### src/rtl/instr_encoder_loader_if.sv
// Command / instruction-memory bus for the instruction encoder-loader.
//   master : the side that issues symbolic commands and owns the instruction
//            memory (e.g. a bench or the boot controller)
//   slave  : the encoder-loader itself
// Signals:
//   cmd_valid/cmd_ready/cmd_last   command handshake, cmd_last marks the end of the program
//   cmd_mnem                       mnemonic index (0..34 legal)
//   cmd_rs/rt/rd/shamt             register and shift fields
//   cmd_imm                        imm16 in [15:0] or a 26-bit jump target
//   im_we/im_addr/im_wdata         instruction-memory write port
interface instr_encoder_loader_if #(
    parameter int ADDR_W = 10
);
    logic              cmd_valid;
    logic              cmd_ready;
    logic              cmd_last;
    logic [5:0]        cmd_mnem;
    logic [4:0]        cmd_rs;
    logic [4:0]        cmd_rt;
    logic [4:0]        cmd_rd;
    logic [4:0]        cmd_shamt;
    logic [25:0]       cmd_imm;
    logic              im_we;
    logic [ADDR_W-1:0] im_addr;
    logic [31:0]       im_wdata;

    modport master (
        output cmd_valid, cmd_last, cmd_mnem, cmd_rs, cmd_rt, cmd_rd, cmd_shamt, cmd_imm,
        input  cmd_ready, im_we, im_addr, im_wdata
    );

    modport slave (
        input  cmd_valid, cmd_last, cmd_mnem, cmd_rs, cmd_rt, cmd_rd, cmd_shamt, cmd_imm,
        output cmd_ready, im_we, im_addr, im_wdata
    );
endinterface

### src/rtl/instr_encoder_loader.sv
// Instruction encoder-loader: turns symbolic instruction commands into 32-bit
// MIPS words (R/I/J subset) and writes them to consecutive instruction-memory
// addresses starting at base_addr.
// Ports:
//   clk, rst     clock and synchronous active-high reset
//   start        begin a load at base_addr (honoured in IDLE and FULL)
//   base_addr    first word address of the load
//   bus          command handshake in, instruction-memory write port out
//   busy         loader is not idle
//   done         one-cycle pulse in the cycle of the final write
//   full         top of memory reached without cmd_last
//   err_illegal  one-cycle pulse when an illegal mnemonic is dropped
//   illegal_cnt  saturating count of dropped commands
module instr_encoder_loader #(
    parameter int ADDR_W = 10
) (
    input  logic                   clk,
    input  logic                   rst,
    input  logic                   start,
    input  logic [ADDR_W-1:0]      base_addr,
    instr_encoder_loader_if.slave  bus,
    output logic                   busy,
    output logic                   done,
    output logic                   full,
    output logic                   err_illegal,
    output logic [7:0]             illegal_cnt
);

    typedef enum logic [1:0] {
        ST_IDLE,
        ST_RUN,
        ST_DRAIN,
        ST_FULL
    } state_t;

    localparam int NUM_MNEM = 35;

    // Packed code table, entry 0 in the least significant bits.
    // Entries 0..17 are R-type funct codes, 18..34 are primary opcodes.
    localparam logic [NUM_MNEM*6-1:0] CODE_TABLE = {
        6'h03, 6'h02, 6'h2B, 6'h29, 6'h28, 6'h25, 6'h24, 6'h23, 6'h21,  // 34..26
        6'h20, 6'h05, 6'h04, 6'h0F, 6'h0D, 6'h0C, 6'h0A, 6'h08,         // 25..18
        6'h09, 6'h08, 6'h07, 6'h06, 6'h04, 6'h03, 6'h02, 6'h00, 6'h2B,  // 17..9
        6'h2A, 6'h27, 6'h26, 6'h25, 6'h24, 6'h23, 6'h22, 6'h21, 6'h20   // 8..0
    };

    logic [5:0] code_tbl [NUM_MNEM];

    genvar gi;
    generate
        for (gi = 0; gi < NUM_MNEM; gi++) begin : g_code
            assign code_tbl[gi] = CODE_TABLE[gi*6 +: 6];
        end
    endgenerate

    state_t              state_reg, state_next;
    logic [ADDR_W-1:0]   wr_ptr_reg, wr_ptr_next;
    logic                im_we_reg, im_we_next;
    logic [ADDR_W-1:0]   im_addr_reg, im_addr_next;
    logic [31:0]         im_wdata_reg, im_wdata_next;
    logic                err_illegal_reg, err_illegal_next;
    logic [7:0]          illegal_cnt_reg, illegal_cnt_next;

    // ---------------- encoder ----------------
    logic        legal;
    logic        is_r, is_shift, is_jr, is_jalr, is_j, is_lui;
    logic [5:0]  code;
    logic [31:0] enc_word;

    always_comb begin
        legal    = (bus.cmd_mnem < 6'd35);
        code     = legal ? code_tbl[bus.cmd_mnem] : 6'd0;
        is_r     = (bus.cmd_mnem <= 6'd17);
        is_shift = (bus.cmd_mnem >= 6'd10) && (bus.cmd_mnem <= 6'd12);
        is_jr    = (bus.cmd_mnem == 6'd16);
        is_jalr  = (bus.cmd_mnem == 6'd17);
        is_j     = (bus.cmd_mnem == 6'd33) || (bus.cmd_mnem == 6'd34);
        is_lui   = (bus.cmd_mnem == 6'd22);
        enc_word = 32'd0;
        if (is_j) begin
            enc_word = {code, bus.cmd_imm};
        end else if (!is_r) begin
            enc_word = {code, (is_lui ? 5'd0 : bus.cmd_rs), bus.cmd_rt, bus.cmd_imm[15:0]};
        end else if (is_jr) begin
            enc_word = {6'd0, bus.cmd_rs, 15'd0, code};
        end else if (is_jalr) begin
            enc_word = {6'd0, bus.cmd_rs, 5'd0, bus.cmd_rd, 5'd0, code};
        end else if (is_shift) begin
            // constant shifts take the amount from shamt and have no rs
            enc_word = {6'd0, 5'd0, bus.cmd_rt, bus.cmd_rd, bus.cmd_shamt, code};
        end else begin
            enc_word = {6'd0, bus.cmd_rs, bus.cmd_rt, bus.cmd_rd, 5'd0, code};
        end
    end

    // ---------------- control ----------------
    logic accept;
    logic at_top;

    assign accept = bus.cmd_valid && (state_reg == ST_RUN);
    assign at_top = (wr_ptr_reg == {ADDR_W{1'b1}});

    always_comb begin
        state_next       = state_reg;
        wr_ptr_next      = wr_ptr_reg;
        im_we_next       = 1'b0;
        im_addr_next     = im_addr_reg;
        im_wdata_next    = im_wdata_reg;
        err_illegal_next = 1'b0;
        illegal_cnt_next = illegal_cnt_reg;
        case (state_reg)
            ST_IDLE, ST_FULL: begin
                if (start) begin
                    state_next  = ST_RUN;
                    wr_ptr_next = base_addr;
                end
            end
            ST_RUN: begin
                if (accept) begin
                    if (legal) begin
                        im_we_next    = 1'b1;
                        im_addr_next  = wr_ptr_reg;
                        im_wdata_next = enc_word;
                        // pointer never wraps; the top slot sends us to FULL instead
                        if (!at_top) begin
                            wr_ptr_next = wr_ptr_reg + 1'b1;
                        end
                        if (bus.cmd_last) begin
                            state_next = ST_DRAIN;
                        end else if (at_top) begin
                            state_next = ST_FULL;
                        end
                    end else begin
                        err_illegal_next = 1'b1;
                        if (illegal_cnt_reg != 8'hFF) begin
                            illegal_cnt_next = illegal_cnt_reg + 8'd1;
                        end
                        if (bus.cmd_last) begin
                            state_next = ST_DRAIN;
                        end
                    end
                end
            end
            ST_DRAIN: begin
                state_next = ST_IDLE;
            end
            default: begin
                state_next = ST_IDLE;
            end
        endcase
    end

    always_ff @(posedge clk) begin
        if (rst) begin
            state_reg       <= ST_IDLE;
            wr_ptr_reg      <= '0;
            im_we_reg       <= 1'b0;
            im_addr_reg     <= '0;
            im_wdata_reg    <= 32'd0;
            err_illegal_reg <= 1'b0;
            illegal_cnt_reg <= 8'd0;
        end else begin
            state_reg       <= state_next;
            wr_ptr_reg      <= wr_ptr_next;
            im_we_reg       <= im_we_next;
            im_addr_reg     <= im_addr_next;
            im_wdata_reg    <= im_wdata_next;
            err_illegal_reg <= err_illegal_next;
            illegal_cnt_reg <= illegal_cnt_next;
        end
    end

    // A write still pending when reset arrives must not reach the memory,
    // so the strobe is masked by rst in the same cycle.
    assign bus.im_we     = im_we_reg && !rst;
    assign bus.im_addr   = im_addr_reg;
    assign bus.im_wdata  = im_wdata_reg;
    assign bus.cmd_ready = (state_reg == ST_RUN);
    assign busy          = (state_reg != ST_IDLE);
    assign done          = (state_reg == ST_DRAIN);
    assign full          = (state_reg == ST_FULL);
    assign err_illegal   = err_illegal_reg;
    assign illegal_cnt   = illegal_cnt_reg;

endmodule

### src/flat_wrapper.sv
// flat-port wrapper written by rule: the top's interface ports become plain ports
module instr_encoder_loader_flat 
#(
    parameter int ADDR_W = 10
)
  (clk, rst, start, base_addr, busy, done, full, err_illegal, illegal_cnt, bus_cmd_valid, bus_cmd_last, bus_cmd_mnem, bus_cmd_rs, bus_cmd_rt, bus_cmd_rd, bus_cmd_shamt, bus_cmd_imm, bus_cmd_ready, bus_im_we, bus_im_addr, bus_im_wdata);
  instr_encoder_loader_if #(.ADDR_W(ADDR_W)) bus_i ();
  input  logic clk;
  input  logic rst;
  input  logic start;
  input  logic [ADDR_W-1:0] base_addr;
  output logic busy;
  output logic done;
  output logic full;
  output logic err_illegal;
  output logic [7:0] illegal_cnt;
  input wire logic [$bits(bus_i.cmd_valid)-1:0] bus_cmd_valid;
  input wire logic [$bits(bus_i.cmd_last)-1:0] bus_cmd_last;
  input wire logic [$bits(bus_i.cmd_mnem)-1:0] bus_cmd_mnem;
  input wire logic [$bits(bus_i.cmd_rs)-1:0] bus_cmd_rs;
  input wire logic [$bits(bus_i.cmd_rt)-1:0] bus_cmd_rt;
  input wire logic [$bits(bus_i.cmd_rd)-1:0] bus_cmd_rd;
  input wire logic [$bits(bus_i.cmd_shamt)-1:0] bus_cmd_shamt;
  input wire logic [$bits(bus_i.cmd_imm)-1:0] bus_cmd_imm;
  output wire logic [$bits(bus_i.cmd_ready)-1:0] bus_cmd_ready;
  output wire logic [$bits(bus_i.im_we)-1:0] bus_im_we;
  output wire logic [$bits(bus_i.im_addr)-1:0] bus_im_addr;
  output wire logic [$bits(bus_i.im_wdata)-1:0] bus_im_wdata;
  assign bus_i.cmd_valid = bus_cmd_valid;
  assign bus_i.cmd_last = bus_cmd_last;
  assign bus_i.cmd_mnem = bus_cmd_mnem;
  assign bus_i.cmd_rs = bus_cmd_rs;
  assign bus_i.cmd_rt = bus_cmd_rt;
  assign bus_i.cmd_rd = bus_cmd_rd;
  assign bus_i.cmd_shamt = bus_cmd_shamt;
  assign bus_i.cmd_imm = bus_cmd_imm;
  assign bus_cmd_ready = bus_i.cmd_ready;
  assign bus_im_we = bus_i.im_we;
  assign bus_im_addr = bus_i.im_addr;
  assign bus_im_wdata = bus_i.im_wdata;
  instr_encoder_loader #(.ADDR_W(ADDR_W)) u_core (.clk(clk), .rst(rst), .start(start), .base_addr(base_addr), .bus(bus_i), .busy(busy), .done(done), .full(full), .err_illegal(err_illegal), .illegal_cnt(illegal_cnt));
endmodule
### config.mk
export PLATFORM = sky130hd
export DESIGN_NAME = instr_encoder_loader_flat
export DESIGN_NICKNAME = d
export VERILOG_FILES = /design/src/rtl/instr_encoder_loader_if.sv /design/src/rtl/instr_encoder_loader.sv /design/src/flat_wrapper.sv
export SDC_FILE = /design/constraint.sdc
export NUM_CORES = 1
export LEC_CHECK = 0
export ABC_AREA = 1
export CAP_MARGIN = 10
export CORE_ASPECT_RATIO = 2
export CORE_MARGIN = 1.5
export CORE_UTILIZATION = 44
export DETAILED_ROUTE_END_ITERATION = 16
export DONT_BUFFER_PORTS = 1
export PLACE_DENSITY = 0.69
export SLEW_MARGIN = 5
export SYNTH_ARGS = -nofsm -noshare
export SYNTH_HDL_FRONTEND = slang
export SYNTH_SLANG_ARGS = --single-unit
### constraint.sdc
create_clock -name clk -period 2.5 [get_ports clk]
set_clock_uncertainty 0.1 [all_clocks]
set_input_delay 0.5 -clock clk [delete_from_list [all_inputs] [get_ports clk]]
set_output_delay 0.5 -clock clk [all_outputs]
set_load 0.02 [all_outputs]
# [After elaboration in Yosys (flattened, before gate mapping)]
# Memory sizes are Yosys's and may differ from the RTL's.
# Index checks and enable logic that the tools add are counted.
[word_totals] ff_bits=64 mem_bits_ro=384 in_bits=67 word_cells=71 n_memories=1
[mem_list] name="(name not given)" depth=64 word_bits=6 read_ports=1 rd_clocked_by_memory_dff=0 wr=0 line="instr_encoder_loader.sv:72" source="code = legal ? code_tbl[bus.cmd_mnem] : 6'd0;"
[classes] addsub=2 n_lt_le_gt_ge=5 n_eq_ne=16 muxes=22 n_bitwise=4 n_reduce_logical=14
[op_table] operator="32-bit 2-to-1 mux" n=4
[op_table] operator="10-bit 2-to-1 mux" n=4
[op_table] operator="26-bit 2-to-1 mux" n=1
[op_table] operator="10-bit case mux with 2 select lines" n=1
[op_table] operator="6-bit by 5-bit equality test with 1-bit output, second input constant" n=3
[op_table] operator="6-bit equality test, second input constant" n=2
[op_table] operator="2-bit 2-to-1 mux" n=6
[op_table] operator="6-bit 2-to-1 mux" n=2
[op_table] operator="10-bit by 1-bit adder with 10-bit output, second input constant" n=1
[op_table] operator="10-bit equality test, second input constant" n=1
[op_table] operator="8-bit by 1-bit adder with 8-bit output, second input constant" n=1
[op_table] operator="8-bit inequality test, second input constant" n=1
[op_table] operator="4-bit AND reduction" n=2
[op_table] operator="7-bit >= comparator, second input constant" n=1
[op_table] operator="6-bit inverter with 7-bit output" n=1
[op_table] operator="6-bit by 4-bit >= comparator with 1-bit output, second input constant" n=1
[op_table] operator="6-bit by 4-bit <= comparator with 1-bit output, second input constant" n=1
[op_table] operator="6-bit by 5-bit <= comparator with 1-bit output, second input constant" n=1
[op_table] operator="6-bit less-than comparator, second input constant" n=1
[op_table] operator="3-bit by 2-bit inequality test with 1-bit output, second input constant" n=2
[op_table] operator="2-bit case mux with 3 select lines" n=1
[op_table] operator="5-bit 2-to-1 mux" n=1
[op_table] operator="5-bit AND reduction" n=1
[op_table] operator="2-bit equality test, second input constant" n=2
[op_table] operator="13 further kinds" n=21

# [Longest topological paths before layout]
# Gate-level depths: netlist of the first run.
[logic_depth] ltp_word=9 mapped_depth=12 mapped_depth_nobuf=12

# [Worst setup path before layout of the first run]
# OpenSTA, ideal clock, no wires.
[synth_path] kind="in2out" start="in rst" end="out bus_im_we" t_arrival_ns=1.175 required_ns=1.900 setup_slack_ns=0.725 path_stages=3 n_path_buf=2 path_cell_list="buf_2 > clkbuf_1 > nor2_1"
[synth_via] elab_chain_len=2
[synth_lines] element="start: declaration" line="flat_wrapper.sv:9" source="input logic rst;"
[synth_lines] element="1-bit logical NOT" line="instr_encoder_loader.sv:175" source="assign bus.im_we = im_we_reg && !rst;"
[synth_lines] element="1-bit logical AND" line="instr_encoder_loader.sv:175"
[synth_lines] element="end: declaration" line="flat_wrapper.sv:26" source="output wire logic [$bits(bus_i.im_we)-1:0] bus_im_we;"
# No other way between the ends.

# [Final worst setup path of the first run]
[layout_path] start="reg u_core.state_reg[1]" end="reg u_core.wr_ptr_reg[6]"
[layout_via] elab_chain_len=4
[layout_lines] element="start: declaration" line="instr_encoder_loader.sv:56" source="state_t state_reg, state_next;"
[layout_lines] element="start signal: assignment" line="instr_encoder_loader.sv:163" source="state_reg <= state_next;"
[layout_lines] element="2-bit equality test, or another cell as far along" line="instr_encoder_loader.sv:111" source="case (state_reg)"
[layout_lines] element="2-bit OR reduction or 1-bit logical AND (tied branches)" line="instr_encoder_loader.sv:111, instr_encoder_loader.sv:100"
[layout_lines] element="2-bit inequality test (no line), or another cell as far along"
[layout_lines] element="5-bit AND reduction (no line)"
[layout_lines] element="end signal: assignment" line="instr_encoder_loader.sv:164" source="wr_ptr_reg <= wr_ptr_next;"
[layout_lines] element="end: declaration" line="instr_encoder_loader.sv:57" source="logic [ADDR_W-1:0] wr_ptr_reg, wr_ptr_next;"
# Parallel ways exist; a longest one is shown, timed or not.
# A chain may end at the register's enable or synchronous reset.

==> flow_results.org, run 1 <==
** Status
- The run finished with clean final reports.

** Drt
- For this block, the via count after detailed routing is 3,304.
- In this run, the number of DRC markers left after iteration 0 of detailed routing was 176.
- ANT nets after route :: 0
- After detailed routing, the average wire length per cell comes to 14.7 um.
- DRC violations left :: 0
- Length of the first detailed-routing pass in iterations :: 4
- Dividing the detail-routed via count by the number of cells gives 5.21.
- Final wirelength :: 9.32 mm

** STA
- RSZ-0062 raised after global routing :: false
- Setup total negative slack on the finished layout was measured at 0 ns.
- After layout, the worst path uses 84.8% of the clock period.
- The count of final hold-check violations is 0.
- Worst hold-check slack :: 0.132 ns
- Subtracting the final worst setup slack from the clock period gives 2.12 ns.
- Derived from the worst setup path, the maximum achievable clock frequency is 472 MHz.
- Total count of max-transition violations in the final report :: 0
- Setup violations remaining at the end of the flow were counted as 0.

** Global route
- Initial antenna violation count :: 0
- Global routing used 36.1% of the available met2 tracks.
- The first global-routing pass estimated 14.5 mm of wire.
- Global routing used 7.90% of the available met3 tracks.
- Via count of the first global-routing pass :: 3,060
- The layer flagged by global routing as most heavily used is met2.
- Entering global routing, the biggest net connects 38 pins.
- For this run, global-route usage on met1 was measured as 26.0%.
- The total overflow left after global routing is 0.
- Combined global-route utilization of all metal layers :: 22.0%

** Final layout
- The final layout contains 614 nets.
- The register with the most flip-flops in the layout has 31 of them.
- The finished cells cover 3870 sq um.
- Commonest cells after routing, fill and taps aside :: sky130_fd_sc_hd__nand2_1 (161), sky130_fd_sc_hd__dfxtp_1 (63), sky130_fd_sc_hd__nor2_1 (59)
- The area growth from synthesis to layout is 10.1%.
- For this run, the number of standard cells in the final layout without fillers is 634.
- 0 antenna diodes ended up in the layout.
- Most frequent standard cell in the layout excluding fill and tap cells :: sky130_fd_sc_hd__nand2_1
- Fraction of final layout cells sized beyond drive strength 1 :: 8.18%

** Synthesis
- Cell variety after synth :: 35
- Async set-or-reset flop fraction in the synthesized netlist :: 0%
- Post-synth design cell area :: 3510 sq um
- Of the synthesized area, sequential elements account for 35.9%.
- The top cell type by area accounts for 35.9% of the synthesized area.
- The Yosys step of the flow raised 0 warnings.
- Number of enable-type register cells in the synthesized netlist :: 0
- Counting every net in the synthesized netlist gives 618.
- Dividing the synthesized area by the synthesized cell count gives 6.54 sq um.
- By area the synthesized netlist is led by sky130_fd_sc_hd__dfxtp_1 (36%), sky130_fd_sc_hd__nand2_1 (17%), sky130_fd_sc_hd__a21oi_1 (7.0%).
- Library cell occupying the most area in the post-synthesis netlist :: sky130_fd_sc_hd__dfxtp_1
- In the synthesized netlist the dominant register cell turns out to be sky130_fd_sc_hd__dfxtp_1.
- Flop and latch count out of synthesis :: 63
- Synthesized instance count :: 537

** Worst setup path
- Critical path required time :: 2.62 ns
- Number of buffer and inverter stages on the critical path :: 3
- Crit path max-delay family :: simple AND/OR/NAND/NOR gates
- Slack of the worst reg-to-reg path :: 0.38 ns
- In this run the critical register-to-register path is launched from u_core.state_reg[1].
- The worst register-to-register path ends at u_core.wr_ptr_reg[6].
- STA puts the critical path data arrival time at 2.24 ns.
- On the worst path, the slowest cell contributes a delay of 0.40 ns.
- The critical path runs through a total of 8 cells.
- Master of the slowest instance on the critical path :: sky130_fd_sc_hd__nor2_2
- The worst setup path is launched from a register.
- Crit end category :: register
- Traced cell by cell, the critical path runs through inv_1 > ha_1 > inv_1 > nor2_1 > nor2_2 > inv_2 > nor2_1 > nor2_1.
- Among the stages of the critical path, the cell type that occurs most often is sky130_fd_sc_hd__nor2_1.
- The worst setup path is of the reg -> reg kind.
- Counting cells, the worst reg-to-reg path comes to 8.
- Along the worst path, the maximum fanout reaches 13.
- Worst setup path start :: u_core.state_reg[1]

** Power
- Switching component of the power :: 1410 uW
- In this run, flip-flops and latches consume 38.6% of the power.
- Cell Pwr Density :: 973 nW/um^2
- Combinational cells account for 27.6% of the total power.
- Static Leakage :: 0.00180 uW
- Final Power :: 3770 uW
- The clock network burns 33.7% of the power.
- Cell internal pwr :: 2350 uW
- VDD sags by at most 612 uV.
- In this run switching power makes up 37.6% of total power.

** Min path
- Depth of the worst hold-timing path :: 1
- The worst hold path begins at rst.
- Hold Path Sink :: u_core.bus.im_wdata[28]
- Hold Crit Class :: in -> reg

** Floorplan
- Die extent in x :: 66.2 um
- Vert. Die Dim :: 129 um
- For this design the top-level I/O count stands at 123.
- After floorplanning, the core was sized to cover 7830 sq um.
- The floorplan has 46 rows.
- Die outline area :: 8570 sq um
- Starting density of the core :: 44.9%

** Place
- Placed cell areas :: 3560 sq um
- The wire-length estimate of the detail-placed layout is 6.89 mm.
- Count of input and output buffers :: 0
- Inst Count DP :: 618
- Final GP Congestion :: 0.926

** Clock tree
- The number of hold buffers added after CTS was 0.
- After clock tree synthesis, the clock-pin slew on the worst setup and hold paths is 0.05 ns.
- Number of levels in the clock H-tree :: 3
- In this run the post-CTS setup repair buffer count came out at 0.
- Total CTS buffers :: 9
- PostCTS Resize Cnt :: 0
- The later pin in the worst-skew pair is clocked with a latency of 0.33 ns.
- CTS tree :: yes
- Sinks on Clock Net :: 63
- The longest clock path from root to sink contains 2 buffers.
- Clock root buffer :: sky130_fd_sc_hd__clkbuf_16

** Run
- Count of maximum capacitance violations :: 0
-- logic make-up (layout without fill, tap and decap cells) --
group,Yosys count,count (layout),share of synthesized area (%)
AND/OR/NAND/NOR,284,284,34.6
AO/OA/AOI/OAI,99,99,14.6
buffers and inverters,72,73,8.90
flip-flops,63,63,35.9
adder cells (fa/ha/maj),14,14,4.98
XOR/XNOR,4,4,0.997
other,1,1,0.107
-- synthesized netlist by cell type, types with 2 or more instances --
cell                       instances
sky130_fd_sc_hd__nand2_2           3
sky130_fd_sc_hd__nand4_1           5
sky130_fd_sc_hd__nor3_1            2
sky130_fd_sc_hd__nand2_1         161
sky130_fd_sc_hd__inv_2             6
sky130_fd_sc_hd__buf_2             8
sky130_fd_sc_hd__nor2_2            3
sky130_fd_sc_hd__nor2_1           59
sky130_fd_sc_hd__nand3_1          42
sky130_fd_sc_hd__o21ai_0          43
sky130_fd_sc_hd__nor2_4            2
sky130_fd_sc_hd__nor2_8            2
sky130_fd_sc_hd__buf_6             2
sky130_fd_sc_hd__clkbuf_1          6
sky130_fd_sc_hd__a21oi_1          49
sky130_fd_sc_hd__inv_1            43
sky130_fd_sc_hd__or2_2             3
sky130_fd_sc_hd__dfxtp_1          63
sky130_fd_sc_hd__ha_1             14
sky130_fd_sc_hd__buf_4             4
sky130_fd_sc_hd__xor2_1            3
-- how the worst max path moves through the flow --
stage,endpoint
2_1_floorplan,bus_im_we
3_3_place_gp,u_core.wr_ptr_reg[5]
3_5_place_dp,u_core.wr_ptr_reg[3]
4_1_cts,u_core.wr_ptr_reg[6]
5_1_grt,u_core.wr_ptr_reg[4]
6_report,u_core.wr_ptr_reg[6]
-- through the flow --
step | utilization (%) | setup slack, ns
2_1_floorplan | - | 0.725
3_3_place_gp | 45.5 | 0.338
3_5_place_dp | 45.5 | 0.380
4_1_cts | 49.4 | 0.371
5_1_grt | 49.4 | 0.206
6_report | 49.4 | 0.380
-- power groups by stage --
stage | registers [uW] | logic, uW | clock network (uW)
2_1_floorplan | 1420 | 871 | 0
3_3_place_gp | 1470 | 1040 | 0
3_5_place_dp | 1480 | 1040 | 0
4_1_cts | 1460 | 1050 | 1290
5_1_grt | 1480 | 1200 | 1340
6_report | 1450 | 1040 | 1270
-- layer usage --
metal / part of all wire [%] / vias up / wire, um
met4: 1.9 / 0 / 176
met1: 40 / 1453 / 3730
met5: 0 / - / 0
li1: - / 1722 / -
met2: 48 / 114 / 4520
met3: 9.6 / 15 / 893
-- worst register-to-register path, stage by stage, from the launching register on --
cell                      delay [ns]
sky130_fd_sc_hd__dfxtp_1        0.35
sky130_fd_sc_hd__inv_1          0.08
sky130_fd_sc_hd__ha_1           0.29
sky130_fd_sc_hd__inv_1          0.33
sky130_fd_sc_hd__nor2_1         0.11
sky130_fd_sc_hd__nor2_2         0.40
sky130_fd_sc_hd__inv_2          0.17
sky130_fd_sc_hd__nor2_1         0.14
sky130_fd_sc_hd__nor2_1         0.05
-- area by class of cell --
class | count | area, sq um
Clock buffer | 11 | 253
Clock inverter | 5 | 56.3
Fill cell | 841 | 3960
Inverter | 51 | 194
Multi-Input combinational cell | 402 | 1940
Sequential cell | 63 | 1260
Tap cell | 96 | 120
Timing Repair Buffer | 6 | 45.0
No activity file was read; power rests on OpenSTA's default activity.
==> inputs of run 2 (changes only) <==
--- a/config.mk
+++ b/config.mk
@@ -12,7 +12,7 @@
 export CORE_UTILIZATION = 44
 export DETAILED_ROUTE_END_ITERATION = 16
 export DONT_BUFFER_PORTS = 1
-export PLACE_DENSITY = 0.69
+export PLACE_DENSITY = 0.71
 export SLEW_MARGIN = 5
 export SYNTH_ARGS = -nofsm -noshare
 export SYNTH_HDL_FRONTEND = slang
==> constraint.sdc (replaced) <==
create_clock -name clk -period 1.94 [get_ports clk]
set_clock_uncertainty 0.1 [all_clocks]
set_input_delay 0.388 -clock clk [delete_from_list [all_inputs] [get_ports clk]]
set_output_delay 0.388 -clock clk [all_outputs]
set_load 0.02 [all_outputs]
==> flow_results.org, run 2 (synthesis gave the netlist of run 1 again) <==
** Place
- Final GP Congestion :: 0.958
- Input and output buffers added on the ports amount to 0.
- DP Wirelength :: 6.93 mm

** Final layout
- Measured on the finished design, the core utilization comes to 51.5%.
- The register with the most flip-flops in the layout has 31 of them.
- Most frequent standard cell in the layout excluding fill and tap cells :: sky130_fd_sc_hd__nand2_1
- In the final design database the tool counted 632 nets.
- Fraction of final layout cells sized beyond drive strength 1 :: 11.9%
- The area growth from synthesis to layout is 14.8%.
- The repair_antennas step left the layout with diodes totalling 0.
- In the layout the commonest cells are sky130_fd_sc_hd__nand2_1 (161), sky130_fd_sc_hd__dfxtp_1 (60), sky130_fd_sc_hd__nor2_1 (58).

** Power
- Switching part of the total power :: 37.1%
- Static Leakage :: 0.00190 uW
- Clk pwr share :: 32.5%
- For this design the total switching power over the nets is 1870 uW.
- The internal portion of the total power is 3160 uW.
- The share of total power dissipated in sequential elements is 36.9%.
- Per report_power, the combinational group accounts for 30.6% of the total.
- Cell Pwr Density :: 1250 nW/um^2
- Worst VDD drop :: 653 uV
- Total power for the finished layout comes to 5030 uW.

** Global route
- The first global-routing pass estimated 14.4 mm of wire.
- Global routing used 21.7% of the available tracks.
- Pin count of the biggest net entering global routing :: 47
- For this run the aggregate overflow at the end of global routing stands at 0.
- The number of antenna violations at the first check in global routing was 0.
- The number of global-route vias before repair is 3,054.

** Drt
- Average detailed-routed wire length per instance :: 14.3 um
- The pre-antenna-repair detailed-routing pass consisted of 4 iterations.
- Iter 0 DRT Violations :: 218
- Overall via count from detail_route :: 3,407
- Final wirelength :: 9.33 mm
- Once detail routing completed, the nets flagged for antenna violations numbered 0.
- After detailed routing, the number of vias per cell comes to 5.23.
- In the routed design, unresolved DRC markers number 0.

** Floorplan
- After floorplanning, the core was divided into 46 placement rows.
- Vert. Die Dim :: 129 um
- For this configuration, the core starts out at a cell density of 44.9%.
- During I/O placement, the number of pins put on the boundary was 123.
- The die is 66.2 um wide.
- The die covers 8570 sq um.
- After floorplanning, the core was sized to cover 7830 sq um.

** Worst setup path
- The startpoint identified for the worst register-to-register timing path is u_core.state_reg[1].
- The critical path starts at u_core.state_reg[1].
- By instance count, the cell type seen most on the critical path is sky130_fd_sc_hd__nand2_1.
- The worst setup path is captured at a register.
- Together, buffers and inverters on the worst path number 3.
- Critical path start-end classification :: reg -> reg
- Stages on worst setup path :: 10
- The endpoint identified for the worst register-to-register timing path is u_core.bus.im_wdata[6].
- Critical Path Fanout Max :: 14
- STA classifies the critical path startpoint as a register.
- The largest single stage delay on the critical path is 0.33 ns.
- Master of the slowest instance on the critical path :: sky130_fd_sc_hd__dfxtp_2
- Data arrival, critical path :: 1.99 ns
- At the worst endpoint, the required time is 2.11 ns.
- The setup check on the worst reg-to-reg path leaves a slack of 0.12 ns.
- Counting cells, the worst reg-to-reg path comes to 10.
- Crit path max-delay family :: simple AND/OR/NAND/NOR gates
- In this run the worst setup path terminates at u_core.bus.im_wdata[6].
- The signal on the critical path passes through inv_1 > ha_1 > nand2_1 > inv_1 > nand2_4 > nor2_4 > inv_2 > nor2_1 > nand2_1 > nand2_1.

** Run
- The tool flagged a number of max-cap violations equal to 0.

** Clock tree
- Maximum root-to-sink buffer count :: 2
- Number of levels in the clock H-tree :: 3
- For this design, the CTS-stage hold fixing added 0 buffers.
- Sinks on Clock Net :: 63
- Counting the buffers created by CTS gives 9.
- Clock insertion delay at the later pin of the skew report :: 0.32 ns
- Clock-pin slew on the worst setup and hold paths :: 0.06 ns
- The tree is rooted in a sky130_fd_sc_hd__clkbuf_16.
- CTS tree :: yes

** STA
- Setup violation total in the final timing report :: 0
- The count of pins over their slew limit was 0.
- The worst path in the final design needs a cycle of 1.82 ns, including I/O delays and setup.
- Based on the critical path, the design can be clocked at up to 550 MHz.
- Final sum of negative setup slack :: 0 ns
- Setup repair after global routing left no endpoint under its margin.
- Hold Violations, Final :: 0
- In the finished design, the share of the clock period the worst path needs comes to 93.6%.

** Status
- The run finished with clean final reports.

** Min path
- The tightest min-delay check is of the in -> reg type.
-- run 2: cell count changes in the layout (fill, tap and decap cells not counted), sizes merged --
cell  change
buf      +18
-- run 2: metrics by stage --
step           instance area [sq um]  hold slack (ns)  setup slack [ns]  instances
6_report                        4030           0.0316             0.123        652
5_1_grt                         4030           0.0203           0.00187        652
4_1_cts                         4000           0.0212            0.0137        651
3_5_place_dp                    3690            0.363            0.0629        635
3_3_place_gp                    3690            0.361             0.123        635
2_1_floorplan                   3510            0.357             0.175        537
-- run 2: metal layers --
metal  up-vias  share of wire, %  wire [um]  global-route usage, %
met4         0               1.9        175                   9.96
met1      1518                41       3790                   26.6
met3        11               8.6        806                   6.51
met2       122                49       4560                   34.4
met5         -                 0          0                      0
li1       1756                 -          -                      -
-- run 2: layout make-up --
cell class | count | area [sq um]
fill | 823 | 3790
timing repair buffer | 24 | 180
inverter | 51 | 199
clock inverter | 5 | 56.3
tap | 96 | 120
sequential | 63 | 1260
clock buffer | 11 | 253
multi-input combinational | 402 | 1960
-- run 2: worst min-delay path by stage --
stage / from / end / cells past startpoint
2_1_floorplan: u_core.wr_ptr_reg[8] / u_core.bus.im_addr[8] / 2
3_3_place_gp: rst / u_core.bus.im_wdata[31] / 1
3_5_place_dp: rst / u_core.illegal_cnt[4] / 1
4_1_cts: rst / u_core.wr_ptr_reg[9] / 1
5_1_grt: rst / u_core.illegal_cnt[7] / 1
6_report: rst / u_core.state_reg[0] / 1
-- run 2: power by group through the flow --
stage | clock [uW] | sequential, uW | combinational, uW
finish | 1630 | 1860 | 1540
global route | 1720 | 1890 | 1750
CTS | 1660 | 1850 | 1500
detailed placement | 0 | 1870 | 1480
global placement | 0 | 1870 | 1480
floorplan | 0 | 1830 | 1120
-- run 2: what timing repair did --
item,4_1_cts,5_1_grt
setup buffers,0,1
pin swaps,0,1
gates resized for setup,1,8
endpoints found under the setup margin,1,14
==> inputs of run 3 (changes only) <==
--- a/config.mk
+++ b/config.mk
@@ -12,8 +12,8 @@
 export CORE_UTILIZATION = 44
 export DETAILED_ROUTE_END_ITERATION = 16
 export DONT_BUFFER_PORTS = 1
-export PLACE_DENSITY = 0.71
 export SLEW_MARGIN = 5
 export SYNTH_ARGS = -nofsm -noshare
 export SYNTH_HDL_FRONTEND = slang
 export SYNTH_SLANG_ARGS = --single-unit
+export TNS_END_PERCENT = 30
==> flow_results.org, run 3 (synthesis gave the netlist of run 1 again) <==
** Status
- Status :: completed

** Clock tree
- Postcts setup bufs :: 0
- Maximum root-to-sink buffer count :: 2
- Clock tree synthesis selected as its root buffer the cell sky130_fd_sc_hd__clkbuf_16.
- In this run, CTS created clock tree buffers numbering 9.
- Clock insertion delay at the later pin of the skew report :: 0.33 ns
- PostCTS Resize Cnt :: 0
- Number of hold-repair buffers added at the cts stage :: 0
- CTS tree :: yes
- The tree built by TritonCTS fans out to 63 sinks.
- CTS built an H-tree with a depth of 3.
- Clock-pin slew on the worst setup and hold paths :: 0.05 ns

** Final layout
- Fraction of final layout cells sized beyond drive strength 1 :: 11.5%
- Commonest cells after routing, fill and taps aside :: sky130_fd_sc_hd__nand2_1 (161), sky130_fd_sc_hd__dfxtp_1 (62), sky130_fd_sc_hd__nor2_1 (58)
- The number of antenna diodes in the final layout is 0.
- The register with the most flip-flops in the layout has 31 of them.
- Area delta synth->final :: 13.8%
- In the final design database the tool counted 633 nets.
- Most frequent standard cell in the layout excluding fill and tap cells :: sky130_fd_sc_hd__nand2_1
- Counting the fill cells in the layout gives 834.
- Final Instance Count excl. Fillers :: 653

** Worst setup path
- The worst register-to-register path has a setup slack of 0.20 ns.
- Endpoint of the most critical setup path :: u_core.wr_ptr_reg[7]
- Critical Path Fanout Max :: 6
- STA puts the critical path data arrival time at 1.91 ns.
- Crit start category :: register
- STA puts the critical path data required time at 2.11 ns.
- The critical path is of the reg -> reg type.
- Measured in cells, the most critical reg-to-reg path has a length of 13.
- The worst register-to-register path begins at u_core.state_reg[0].
- Worst setup path start :: u_core.state_reg[0]
- Crit end category :: register
- Capture instance of the worst register-to-register path :: u_core.wr_ptr_reg[7]

** Global route
- For this run, global-route usage on met1 was measured as 25.6%.
- In the global route stage, met3 resource usage came out at 7.47%.
- The number of global-route vias before repair was 3,016.
- Met2 Resource Use GR :: 34.1%
- Pin count of the biggest net entering global routing :: 38
- The number of antenna violations at the first check in global routing is 0.
- After global routing the overflow that remains totals 0.
- The layer flagged by global routing as most heavily used is met2.
- The first global-routing pass estimated 14.2 mm of wire.
- Combined global-route utilization of all metal layers :: 21.6%

** STA
- Shortest clock period the worst path allows after layout :: 1.74 ns
- In the final timing run, aggregate negative setup slack is 0 ns.
- The count of final hold-check violations came to 0.
- Setup repair after global routing left no endpoint under its margin.
- Setup violation total in the final timing report :: 0
- Final period utilization :: 89.9%
- The count of pins over their slew limit was 0.
- Based on the critical path, the design can be clocked at up to 574 MHz.

** Power
- Net switching is 37.0% of the power.
- Fraction of power consumed by sequential logic :: 37.5%
- Worst VDD drop :: 750 uV
- In this run, the combinational gates consume 30.3% of the power.
- The internal power of the cells totals 3100 uW.
- The clock network is responsible for 32.1% of the overall power.
- Dividing total power by cell area gives a power density of 1230 nW/um^2.
- Switching component of the power :: 1820 uW
- Static Leakage :: 0.00189 uW

** Drt
- Iter 0 DRT Violations :: 171
- Dividing the detail-routed wire length by the instance count gives 14.2 um.
- Final wirelength :: 9.29 mm
- Overall via count from detail_route :: 3,373
- Length of the first detailed-routing pass in iterations :: 4
- DRC violations left :: 0
- ANT nets after route :: 0
- Vias per std cell :: 5.17

** Place
- After detailed placement, the design holds a cell count of 637.
- Count of input and output buffers :: 0
- Routability-driven placement finished with a final weighted congestion of 0.888.
- Once detailed placement completed, the half-perimeter wirelength came to 6.94 mm.

** Floorplan
- Vert. Die Dim :: 129 um
- The floorplan step defined a core boundary enclosing 7830 sq um.
- Number of core rows :: 46
- The die covers 8570 sq um.
- Top-Level Pins :: 123
- From left edge to right edge, the die measures 66.2 um.
- Once the floorplan was initialized, standard cells occupied 44.9% of the core.

** Run
- Count of maximum capacitance violations :: 0

** Min path
- The worst hold path belongs to the class in -> reg.
[run 3: cell types whose count changed in the layout (fill, tap and decap cells not counted), moves of 2 or more]
cell / previous run / this run
sky130_fd_sc_hd__clkbuf_1: 0 / 2
sky130_fd_sc_hd__dfxtp_1: 60 / 62
sky130_fd_sc_hd__dfxtp_2: 3 / 1
sky130_fd_sc_hd__nor2_2: 2 / 4
sky130_fd_sc_hd__nor2_4: 4 / 2
[run 3: routing by layer]
metal  wire (um)  up-vias
li1            -     1757
met1        3830     1480
met2        4450      122
met3         826       14
met4         179        0
met5           0        -
[run 3: power by group through the flow]
stage | combinational (uW) | sequential (uW) | clock, uW
global placement | 1490 | 1860 | 0
detailed placement | 1490 | 1860 | 0
global route | 1700 | 1880 | 1670
CTS | 1500 | 1840 | 1610
floorplan | 1120 | 1830 | 0
finish | 1490 | 1840 | 1580
[run 3: critical path, cell delays in order (launching register included)]
cell and delay [ns]:
sky130_fd_sc_hd__dfxtp_1 0.35, sky130_fd_sc_hd__inv_1 0.08, sky130_fd_sc_hd__ha_1 0.28, sky130_fd_sc_hd__inv_1 0.03, sky130_fd_sc_hd__nand2_1 0.08, sky130_fd_sc_hd__nand2_1 0.06
sky130_fd_sc_hd__nor2_1 0.08, sky130_fd_sc_hd__nand2_1 0.07, sky130_fd_sc_hd__nor2_2 0.15, sky130_fd_sc_hd__buf_4 0.16, sky130_fd_sc_hd__nand2_1 0.06, sky130_fd_sc_hd__nand2_1 0.05
sky130_fd_sc_hd__inv_1 0.03, sky130_fd_sc_hd__nor2_1 0.08
[run 3: area by class of cell]
type	instances	area, sq um	area share (%)
Tap cell	96	120	3.00
Inverter	51	194	4.85
Multi-Input combinational cell	402	1950	48.6
Sequential cell	63	1260	31.6
Clock buffer	12	246	6.16
Timing Repair Buffer	25	188	4.69
Clock inverter	4	45.0	1.13
[run 3: worst min path at each step]
| stage | startpoint | end | slack, ns | depth (start not counted) |
|---|---|---|---|---|
| after floorplan | u_core.wr_ptr_reg[8] | u_core.bus.im_addr[8] | 0.36 | 2 |
| after global placement | rst | u_core.illegal_cnt[3] | 0.36 | 1 |
| after detailed placement | rst | u_core.illegal_cnt[7] | 0.36 | 1 |
| after CTS | rst | u_core.illegal_cnt[7] | 0.01 | 1 |
| after global routing | rst | u_core.illegal_cnt[7] | 0.02 | 1 |
| final | rst | u_core.illegal_cnt[7] | 0.02 | 1 |
[run 3: metrics by stage]
step                utilization (%)  area (sq um)  setup slack, ns  hold WS, ns  power (uW)
finish                         51.1          4000            0.196       0.0197        4910
global route                   51.1          4000          0.00751       0.0152        5250
floorplan                         -          3510            0.175        0.357        2950
CTS                            51.0          4000           0.0649       0.0140        4950
detailed placement             47.3          3700           0.0967        0.362        3350
global placement               47.3          3700           0.0557        0.361        3350
